<file path="config.mk">
export PLATFORM = sky130hd
export DESIGN_NAME = fpu_normalizer_seq
export DESIGN_NICKNAME = d
export VERILOG_FILES = /design/src/rtl/fpu_norm_pkg.sv /design/src/rtl/fpu_lzc.sv /design/src/rtl/fpu_normalizer_seq.sv
export SDC_FILE = /design/constraint.sdc
export NUM_CORES = 1
export LEC_CHECK = 0
export BUFFER_PORTS_ARGS = -buffer_cell sky130_fd_sc_hd__buf_2
export CORE_MARGIN = 5
export CORE_UTILIZATION = 30
export DETAILED_ROUTE_END_ITERATION = 16
export PLACE_DENSITY_LB_ADDON = 0.12
export SLEW_MARGIN = 20
export SYNTH_ARGS = -nofsm -noshare
export SYNTH_HDL_FRONTEND = slang
export SYNTH_SLANG_ARGS = --single-unit
</file>
<file path="constraint.sdc">
create_clock -name i_clk -period 6 [get_ports i_clk]
set_clock_uncertainty 0.2 [all_clocks]
set_input_delay 0.3 -clock i_clk [delete_from_list [all_inputs] [get_ports i_clk]]
set_output_delay 0.3 -clock i_clk [all_outputs]
set_load 0.005 [all_outputs]
</file>
<file path="src/rtl/fpu_norm_pkg.sv">
// Shared types and constants for the sequential FP normaliser:
// FSM state encoding, guard/round/sticky bit positions and an exponent
// all-ones helper.
package fpu_norm_pkg;

    typedef enum logic [1:0] {
        ST_IDLE  = 2'd0,
        ST_SHIFT = 2'd1,
        ST_ROUND = 2'd2,
        ST_DONE  = 2'd3
    } state_t;

    // Bit positions inside the 3-bit {guard, round, sticky} vector
    localparam int GRS_G = 2;
    localparam int GRS_R = 1;
    localparam int GRS_S = 0;

    // All-ones value of a w-bit exponent field (Inf/NaN / overflow code)
    function automatic logic [31:0] exp_max(input int w);
        return (32'd1 << w) - 32'd1;
    endfunction

endpackage

</file>
<file path="src/rtl/fpu_lzc.sv">
// Leading-zero counter over a small window. Returns W when the window is
// all zeros. Used to size each left-shift step of the normaliser.
module fpu_lzc #(
    parameter int W  = 4,
    parameter int CW = $clog2(W + 1)
) (
    input  logic [W-1:0]  i_bits,
    output logic [CW-1:0] o_count
);

    // Scan LSB to MSB so the highest set bit determines the count
    always_comb begin
        o_count = CW'(W);
        for (int i = 0; i < W; i++) begin
            if (i_bits[i]) begin
                o_count = CW'(W - 1 - i);
            end
        end
    end

endmodule

</file>
<file path="src/rtl/fpu_normalizer_seq.sv">
// Multi-cycle floating-point result normaliser.
// Takes an unrounded mantissa {carry, hidden, fraction} with guard/round/
// sticky bits, normalises it by at most SHIFT_STEP bits per cycle, rounds
// and reports overflow / underflow / inexact.
// Optional feature macro FPU_NORM_ROUND_EN: when defined, round to nearest
// even; when undefined, truncate (inexact is reported either way).
//
// Handshake: a transfer happens on a rising edge where valid && ready are
// both high. in_ready is high only in IDLE (and never while reset is
// asserted); out_valid is high only in DONE and outputs stay stable until
// out_ready is seen; the block returns to IDLE on that edge, so a new
// operand cannot be accepted in the same cycle a result is taken.
module fpu_normalizer_seq
    import fpu_norm_pkg::*;
#(
    parameter int MANT_W     = 23,
    parameter int EXP_W      = 8,
    parameter int SHIFT_STEP = 4
) (
    input  logic              i_clk,
    input  logic              i_rst_n,
    input  logic              i_in_valid,
    output logic              o_in_ready,
    input  logic              i_in_sign,
    input  logic [EXP_W-1:0]  i_in_exp,
    input  logic [MANT_W+1:0] i_in_mant,
    input  logic [2:0]        i_in_grs,
    output logic              o_out_valid,
    input  logic              i_out_ready,
    output logic              o_out_sign,
    output logic [EXP_W-1:0]  o_out_exp,
    output logic [MANT_W-1:0] o_out_mant,
    output logic              o_out_overflow,
    output logic              o_out_underflow,
    output logic              o_out_inexact,
    output logic [1:0]        o_dbg_state
);

    localparam int MW2 = MANT_W + 2;              // carry, hidden, fraction
    localparam int FW  = MANT_W + 4;              // mantissa plus G and R
    localparam int CW  = $clog2(SHIFT_STEP + 1);
    localparam logic [EXP_W:0] LP_EXP_MAX = (EXP_W + 1)'(exp_max(EXP_W));

    state_t              r_state;
    state_t              w_next_state;

    // Working operand; exponent carries one extra bit so +1 never wraps
    logic                r_sign;
    logic [EXP_W:0]      r_exp;
    logic [MW2-1:0]      r_mant;
    logic [2:0]          r_grs;

    logic                r_out_sign;
    logic [EXP_W-1:0]    r_out_exp;
    logic [MANT_W-1:0]   r_out_mant;
    logic                r_out_overflow;
    logic                r_out_underflow;
    logic                r_out_inexact;

    logic                w_accept;
    logic                w_in_special;
    logic                w_in_zero;
    logic                w_in_carry;
    logic                w_in_norm;

    logic [MW2-1:0]      w_shift_src;
    logic [SHIFT_STEP-1:0] w_window;
    logic [CW-1:0]       w_lz;
    logic [EXP_W:0]      w_k;
    logic [FW-1:0]       w_full;
    logic [EXP_W:0]      w_sh_exp;
    logic                w_shift_exit;

    logic                w_inc;
    logic [MW2-1:0]      w_sum;
    logic [MW2-1:0]      w_rnd_mant;
    logic [EXP_W:0]      w_rnd_exp;
    logic                w_rnd_ovf;
    logic                w_rnd_unf;
    logic                w_rnd_inx;

    assign w_accept     = i_in_valid && o_in_ready;
    assign w_in_special = &i_in_exp;
    assign w_in_zero    = (i_in_mant == '0) && (i_in_grs == '0);
    assign w_in_carry   = i_in_mant[MANT_W+1];
    assign w_in_norm    = i_in_mant[MANT_W] || (i_in_exp == '0);

    // Window just below the hidden bit; G and R take part so they can be
    // pulled up into the fraction
    assign w_shift_src = {r_mant[MANT_W-1:0], r_grs[GRS_G], r_grs[GRS_R]};
    assign w_window    = w_shift_src[MW2-1 -: SHIFT_STEP];

    fpu_lzc #(
        .W  (SHIFT_STEP),
        .CW (CW)
    ) u_lzc (
        .i_bits  (w_window),
        .o_count (w_lz)
    );

    // Shift distance this cycle: reach the hidden bit, but never more than
    // one step and never below exponent zero
    always_comb begin
        w_k = (EXP_W + 1)'(w_lz) + (EXP_W + 1)'(1);
        if (w_k > (EXP_W + 1)'(SHIFT_STEP)) begin
            w_k = (EXP_W + 1)'(SHIFT_STEP);
        end
        if (w_k > r_exp) begin
            w_k = r_exp;
        end
        w_full       = {r_mant, r_grs[GRS_G], r_grs[GRS_R]} << w_k;
        w_sh_exp     = r_exp - w_k;
        w_shift_exit = w_full[MANT_W+2] || (w_sh_exp == '0);
    end

    // Rounding, post-round renormalisation and exception flags
    always_comb begin
        w_inc = 1'b0;
`ifdef FPU_NORM_ROUND_EN
        w_inc = r_grs[GRS_G] & (r_grs[GRS_R] | r_grs[GRS_S] | r_mant[0]);
`endif
        w_sum      = r_mant + MW2'(w_inc);
        w_rnd_mant = w_sum;
        w_rnd_exp  = r_exp;
        w_rnd_ovf  = 1'b0;
        w_rnd_unf  = 1'b0;
        w_rnd_inx  = |r_grs;
        if (w_sum[MANT_W+1]) begin
            w_rnd_mant = w_sum >> 1;
            w_rnd_exp  = r_exp + (EXP_W + 1)'(1);
        end else if ((r_exp == '0) && w_sum[MANT_W]) begin
            // Denormal rounded up into the smallest normal
            w_rnd_exp = (EXP_W + 1)'(1);
        end
        if (w_rnd_exp >= LP_EXP_MAX) begin
            w_rnd_ovf  = 1'b1;
            w_rnd_exp  = LP_EXP_MAX;
            w_rnd_mant = '0;
        end else if (w_rnd_exp == '0) begin
            w_rnd_unf = 1'b1;
        end
    end

    // FSM state register
    always_ff @(posedge i_clk) begin
        if (!i_rst_n) begin
            r_state <= ST_IDLE;
        end else begin
            r_state <= w_next_state;
        end
    end

    // FSM next-state decode
    always_comb begin
        w_next_state = r_state;
        case (r_state)
            ST_IDLE: begin
                if (w_accept) begin
                    if (w_in_special || w_in_zero) begin
                        w_next_state = ST_DONE;
                    end else if (w_in_carry || w_in_norm) begin
                        w_next_state = ST_ROUND;
                    end else begin
                        w_next_state = ST_SHIFT;
                    end
                end
            end
            ST_SHIFT: begin
                if (w_shift_exit) begin
                    w_next_state = ST_ROUND;
                end
            end
            ST_ROUND: w_next_state = ST_DONE;
            ST_DONE: begin
                if (i_out_ready) begin
                    w_next_state = ST_IDLE;
                end
            end
            default: w_next_state = ST_IDLE;
        endcase
    end

    // FSM outputs: handshake flags and debug state
    always_comb begin
        o_in_ready  = (r_state == ST_IDLE) && i_rst_n;
        o_out_valid = (r_state == ST_DONE);
        o_dbg_state = r_state;
    end

    // Datapath: capture, per-cycle shift and result registers
    always_ff @(posedge i_clk) begin
        if (!i_rst_n) begin
            r_sign          <= 1'b0;
            r_exp           <= '0;
            r_mant          <= '0;
            r_grs           <= '0;
            r_out_sign      <= 1'b0;
            r_out_exp       <= '0;
            r_out_mant      <= '0;
            r_out_overflow  <= 1'b0;
            r_out_underflow <= 1'b0;
            r_out_inexact   <= 1'b0;
        end else begin
            case (r_state)
                ST_IDLE: begin
                    if (w_accept) begin
                        r_sign <= i_in_sign;
                        if (w_in_special) begin
                            r_out_sign      <= i_in_sign;
                            r_out_exp       <= i_in_exp;
                            r_out_mant      <= i_in_mant[MANT_W-1:0];
                            r_out_overflow  <= 1'b0;
                            r_out_underflow <= 1'b0;
                            r_out_inexact   <= 1'b0;
                        end else if (w_in_zero) begin
                            r_out_sign      <= i_in_sign;
                            r_out_exp       <= '0;
                            r_out_mant      <= '0;
                            r_out_overflow  <= 1'b0;
                            r_out_underflow <= 1'b1;
                            r_out_inexact   <= 1'b0;
                        end else if (w_in_carry) begin
                            r_mant <= i_in_mant >> 1;
                            r_grs  <= {i_in_mant[0], i_in_grs[GRS_G],
                                       i_in_grs[GRS_R] | i_in_grs[GRS_S]};
                            r_exp  <= {1'b0, i_in_exp} + (EXP_W + 1)'(1);
                        end else begin
                            r_mant <= i_in_mant;
                            r_grs  <= i_in_grs;
                            r_exp  <= {1'b0, i_in_exp};
                        end
                    end
                end
                ST_SHIFT: begin
                    r_mant <= w_full[FW-1:2];
                    r_grs  <= {w_full[1], w_full[0], r_grs[GRS_S]};
                    r_exp  <= w_sh_exp;
                end
                ST_ROUND: begin
                    r_out_sign      <= r_sign;
                    r_out_exp       <= w_rnd_exp[EXP_W-1:0];
                    r_out_mant      <= w_rnd_mant[MANT_W-1:0];
                    r_out_overflow  <= w_rnd_ovf;
                    r_out_underflow <= w_rnd_unf;
                    r_out_inexact   <= w_rnd_inx;
                end
                default: begin
                end
            endcase
        end
    end

    assign o_out_sign      = r_out_sign;
    assign o_out_exp       = r_out_exp;
    assign o_out_mant      = r_out_mant;
    assign o_out_overflow  = r_out_overflow;
    assign o_out_underflow = r_out_underflow;
    assign o_out_inexact   = r_out_inexact;

endmodule

</file>
==> summary.md <==
| Metric | Value |
|---|---|
| Status | completed |
| Unrepaired setup endpoints after global routing | no |
| Detail Route Antenna Nets | 0 |
| Avg Inst Size Synth | 7.95 sq um |
| Root buf cell | clkbuf_16 |
| Final Hold Fails | 0 |
| Pwr/cell area | 587 nW/um^2 |
| Place WS | 0.737 ns |
| CTS Sinks | 75 |
| ANT cells | 0 |
| CTS Hold Bufs | 0 |
| CTS Buf Count | 9 |
| Min-Delay Path Class | in -> reg |
| Final WL | 21600 um |
| Mapped Area | 6080 sq um |
| CTS tree | yes |
| Max-slew violation count | 0 |
| Std cell rows | 52 |
| Syn Inst Count | 765 |
| Die area | 23200 sq um |
| CP Class | reg -> reg |
| Number of setup buffers added after CTS | 0 |
| Startpoint types | flop |
| First-pass GRT wire length | 34400 um |
| Later-pin clock latency in the skew report | 0.34 ns |
| Synth cell types | 74 |
| Detailed placement HPWL | 15900 um |
| Synth-to-Final Area Change | 14.3% |
| Die Width | 152 um |
| IO buf count | 79 |
| Setup tns final | 0 ns |
| Leakage power | 2.80 nW |
| 1st-iter DRT viols | 563 |
| TritonRoute pass-1 iters | 5 |
| Largest net degree at the start of global routing | 82 |
| Antenna violations before repair | 0 |
| Nets | 866 |
| Sequential area share after synthesis | 24.7% |
| # setup viols final | 0 |
| Slew @ Worst Pin | 1.07 ns |
| Routed vias/inst | 5.59 |
| Req. time, crit path | 6.04 ns |
| #FFs+latches synth | 75 |
| Drt drc | 0 |
| CTS clk-pin slew, worst paths | 0.07 ns |
| WP data arrival | 5.31 ns |
| Post-route setup slack | 0.722 ns |
| Final period utilization | 88.0% |
| I/O pin count | 80 |
| GRT Total Usage | 18.1% |
| Yosys warning total | 0 |
| Chip height | 152 um |
| Core Region | 20100 sq um |
| Max rail drop VDD | 0.341 mV |
| Max Root-Sink Buffers | 2 |
| # fillers | 2139 |
| GPL Wtd Cong | 0.885 |
| Vias in the first global route | 5943 |
| Predominant post-synthesis flop cell | dfxtp_1 |
| Ys async rst share | 0% |
| Post-cts resize count | 0 |
| GRT overflow | 0 |
| Layout cells sized above 1 | 17.0% |
| CTS H-tree depth | 3 |
| Fin crit period | 5.28 ns |
| Setup crit end kind | flop |
| Initial cell density of the core | 30.3% |
| Worst Path Max Fanout | 15 |
| Routed vias | 6042 |
| DR WL/cell | 20.0 um |
| Fmax | 189 MHz |
| Max-cap violations | 0 |
| Post-Syn Nets | 825 |
| Max_slew headroom | 27.0% |
| Number of synthesized flops with an enable pin | 0 |
-- per-layer routing --
layer  vias up  routed length (um)  global-route usage [%]
li1       2916                   -                       -
met1      2949               11300                    27.9
met2       156                9210                    26.4
met3        21                 884                    2.56
met4         0                 245                    4.41
met5         -                   0                       0
-- final cells by class --
class / instances / area, sq um / area share [%]
inverter: 26 / 98.8 / 1.42
clock inverter: 6 / 65.1 / 0.936
timing repair buffer: 91 / 485 / 6.98
sequential: 75 / 1500 / 21.6
tap: 270 / 338 / 4.86
multi-input combinational: 603 / 4230 / 60.9
clock buffer: 10 / 229 / 3.29
-- kinds of logic (layout without fill, tap and decap cells) --
kind of cell	count (synthesis)	after routing	synth area share, %
buf+inv	87	133	6.17
fa+ha+maj	19	19	4.03
mux	102	102	17.7
compound gates	219	219	25.6
simple gates	245	245	19.2
other cells	1	1	0.0616
xor+xnor	17	17	2.45
flops	75	75	24.7
-- sequential cells by signal, indices dropped and copies added, names as in the netlist --
name	flops
o_out_underflow	1
r_grs	3
o_out_exp	8
r_mant	25
o_out_inexact	1
r_exp	9
o_out_sign	1
r_sign	1
o_out_mant	23
o_out_overflow	1
o_dbg_state	2
-- cell usage in the layout (no fill, tap or decap), types with 9 or more instances in the layout --
| cell | n |
|---|---|
| a21oi_1 | 33 |
| a211oi_1 | 12 |
| ha_1 | 18 |
| and2_1 | 27 |
| xor2_1 | 12 |
| a21boi_0 | 14 |
| clkbuf_16 | 9 |
| buf_2 | 79 |
| buf_4 | 12 |
| nor4_1 | 10 |
| mux2i_1 | 87 |
| nand3_1 | 17 |
| nand2_1 | 109 |
| inv_1 | 24 |
| dfxtp_1 | 75 |
| mux2_2 | 10 |
| o21ai_0 | 50 |
| o221ai_1 | 27 |
| nor2_1 | 38 |
-- cell usage after synthesis, drive strengths merged (11+ instances only) --
cell	number	share of area (%)
nand2	109	6.7
mux2i	88	14
dfxtp	75	25
o21ai	53	4.4
clkbuf	48	3.0
nor2	38	2.3
a21oi	33	2.7
and2	27	2.8
o221ai	27	3.9
inv	24	1.5
ha	18	3.7
nand3	17	1.4
a21boi	15	1.9
buf	13	1.6
a211oi	12	1.5
xor2	12	1.7
mux2	11	2.1
nor4	11	1.2
-- power by group --
group	total [mW]	leakage, nW	internal, mW	switching (mW)
clock network	0.563	0.143	0.324	0.239
logic	2.74	2.05	1.07	1.67
registers	0.777	0.610	0.588	0.188
-- worst max-delay path, stage by stage (launching register included) --
cell       delay (ns)
dfxtp_1          0.51
nand2b_1         0.15
a21oi_1          0.09
ha_1             0.23
xor2_1           0.18
a21boi_0         0.27
ha_1             0.29
nor2b_1          0.13
o211a_1          0.22
o21ai_2          0.33
mux2_2           0.47
clkinv_1         0.15
ha_1             0.28
nor2b_1          0.14
o31a_1           0.26
nor3_1           0.30
xnor2_1          0.17
nand3_1          0.12
o2111ai_1        0.13
o22ai_2          0.16
o311a_1          0.38
-- final timing paths --
kind | to | slack (ns) | start | cells after the start
worst max-delay path | o_dbg_state[0] | 0.72 | r_mant[20] | 20
worst min-delay path | r_sign | 0.04 | i_in_sign | 3
worst max register to register | o_dbg_state[0] | 0.72 | r_mant[20] | 20
worst min register to register | o_out_exp[6] | 0.26 | o_out_exp[6] | 2
-- through the flow --
stage / utilization [%] / power, mW / hold slack, ns / std cells / area [sq um]
finish: 34.6 / 4.08 / 0.0379 / 1081 / 6950
CTS: 34.6 / 4.06 / 0.0329 / 1081 / 6950
global placement: 33.1 / 3.44 / 0.255 / 1065 / 6660
global route: 34.6 / 4.38 / 0.0655 / 1081 / 6950
floorplan: - / 2.88 / 0.243 / 765 / 6080
detailed placement: 33.1 / 3.48 / 0.255 / 1065 / 6660
(Power assumes the default switching activity.)
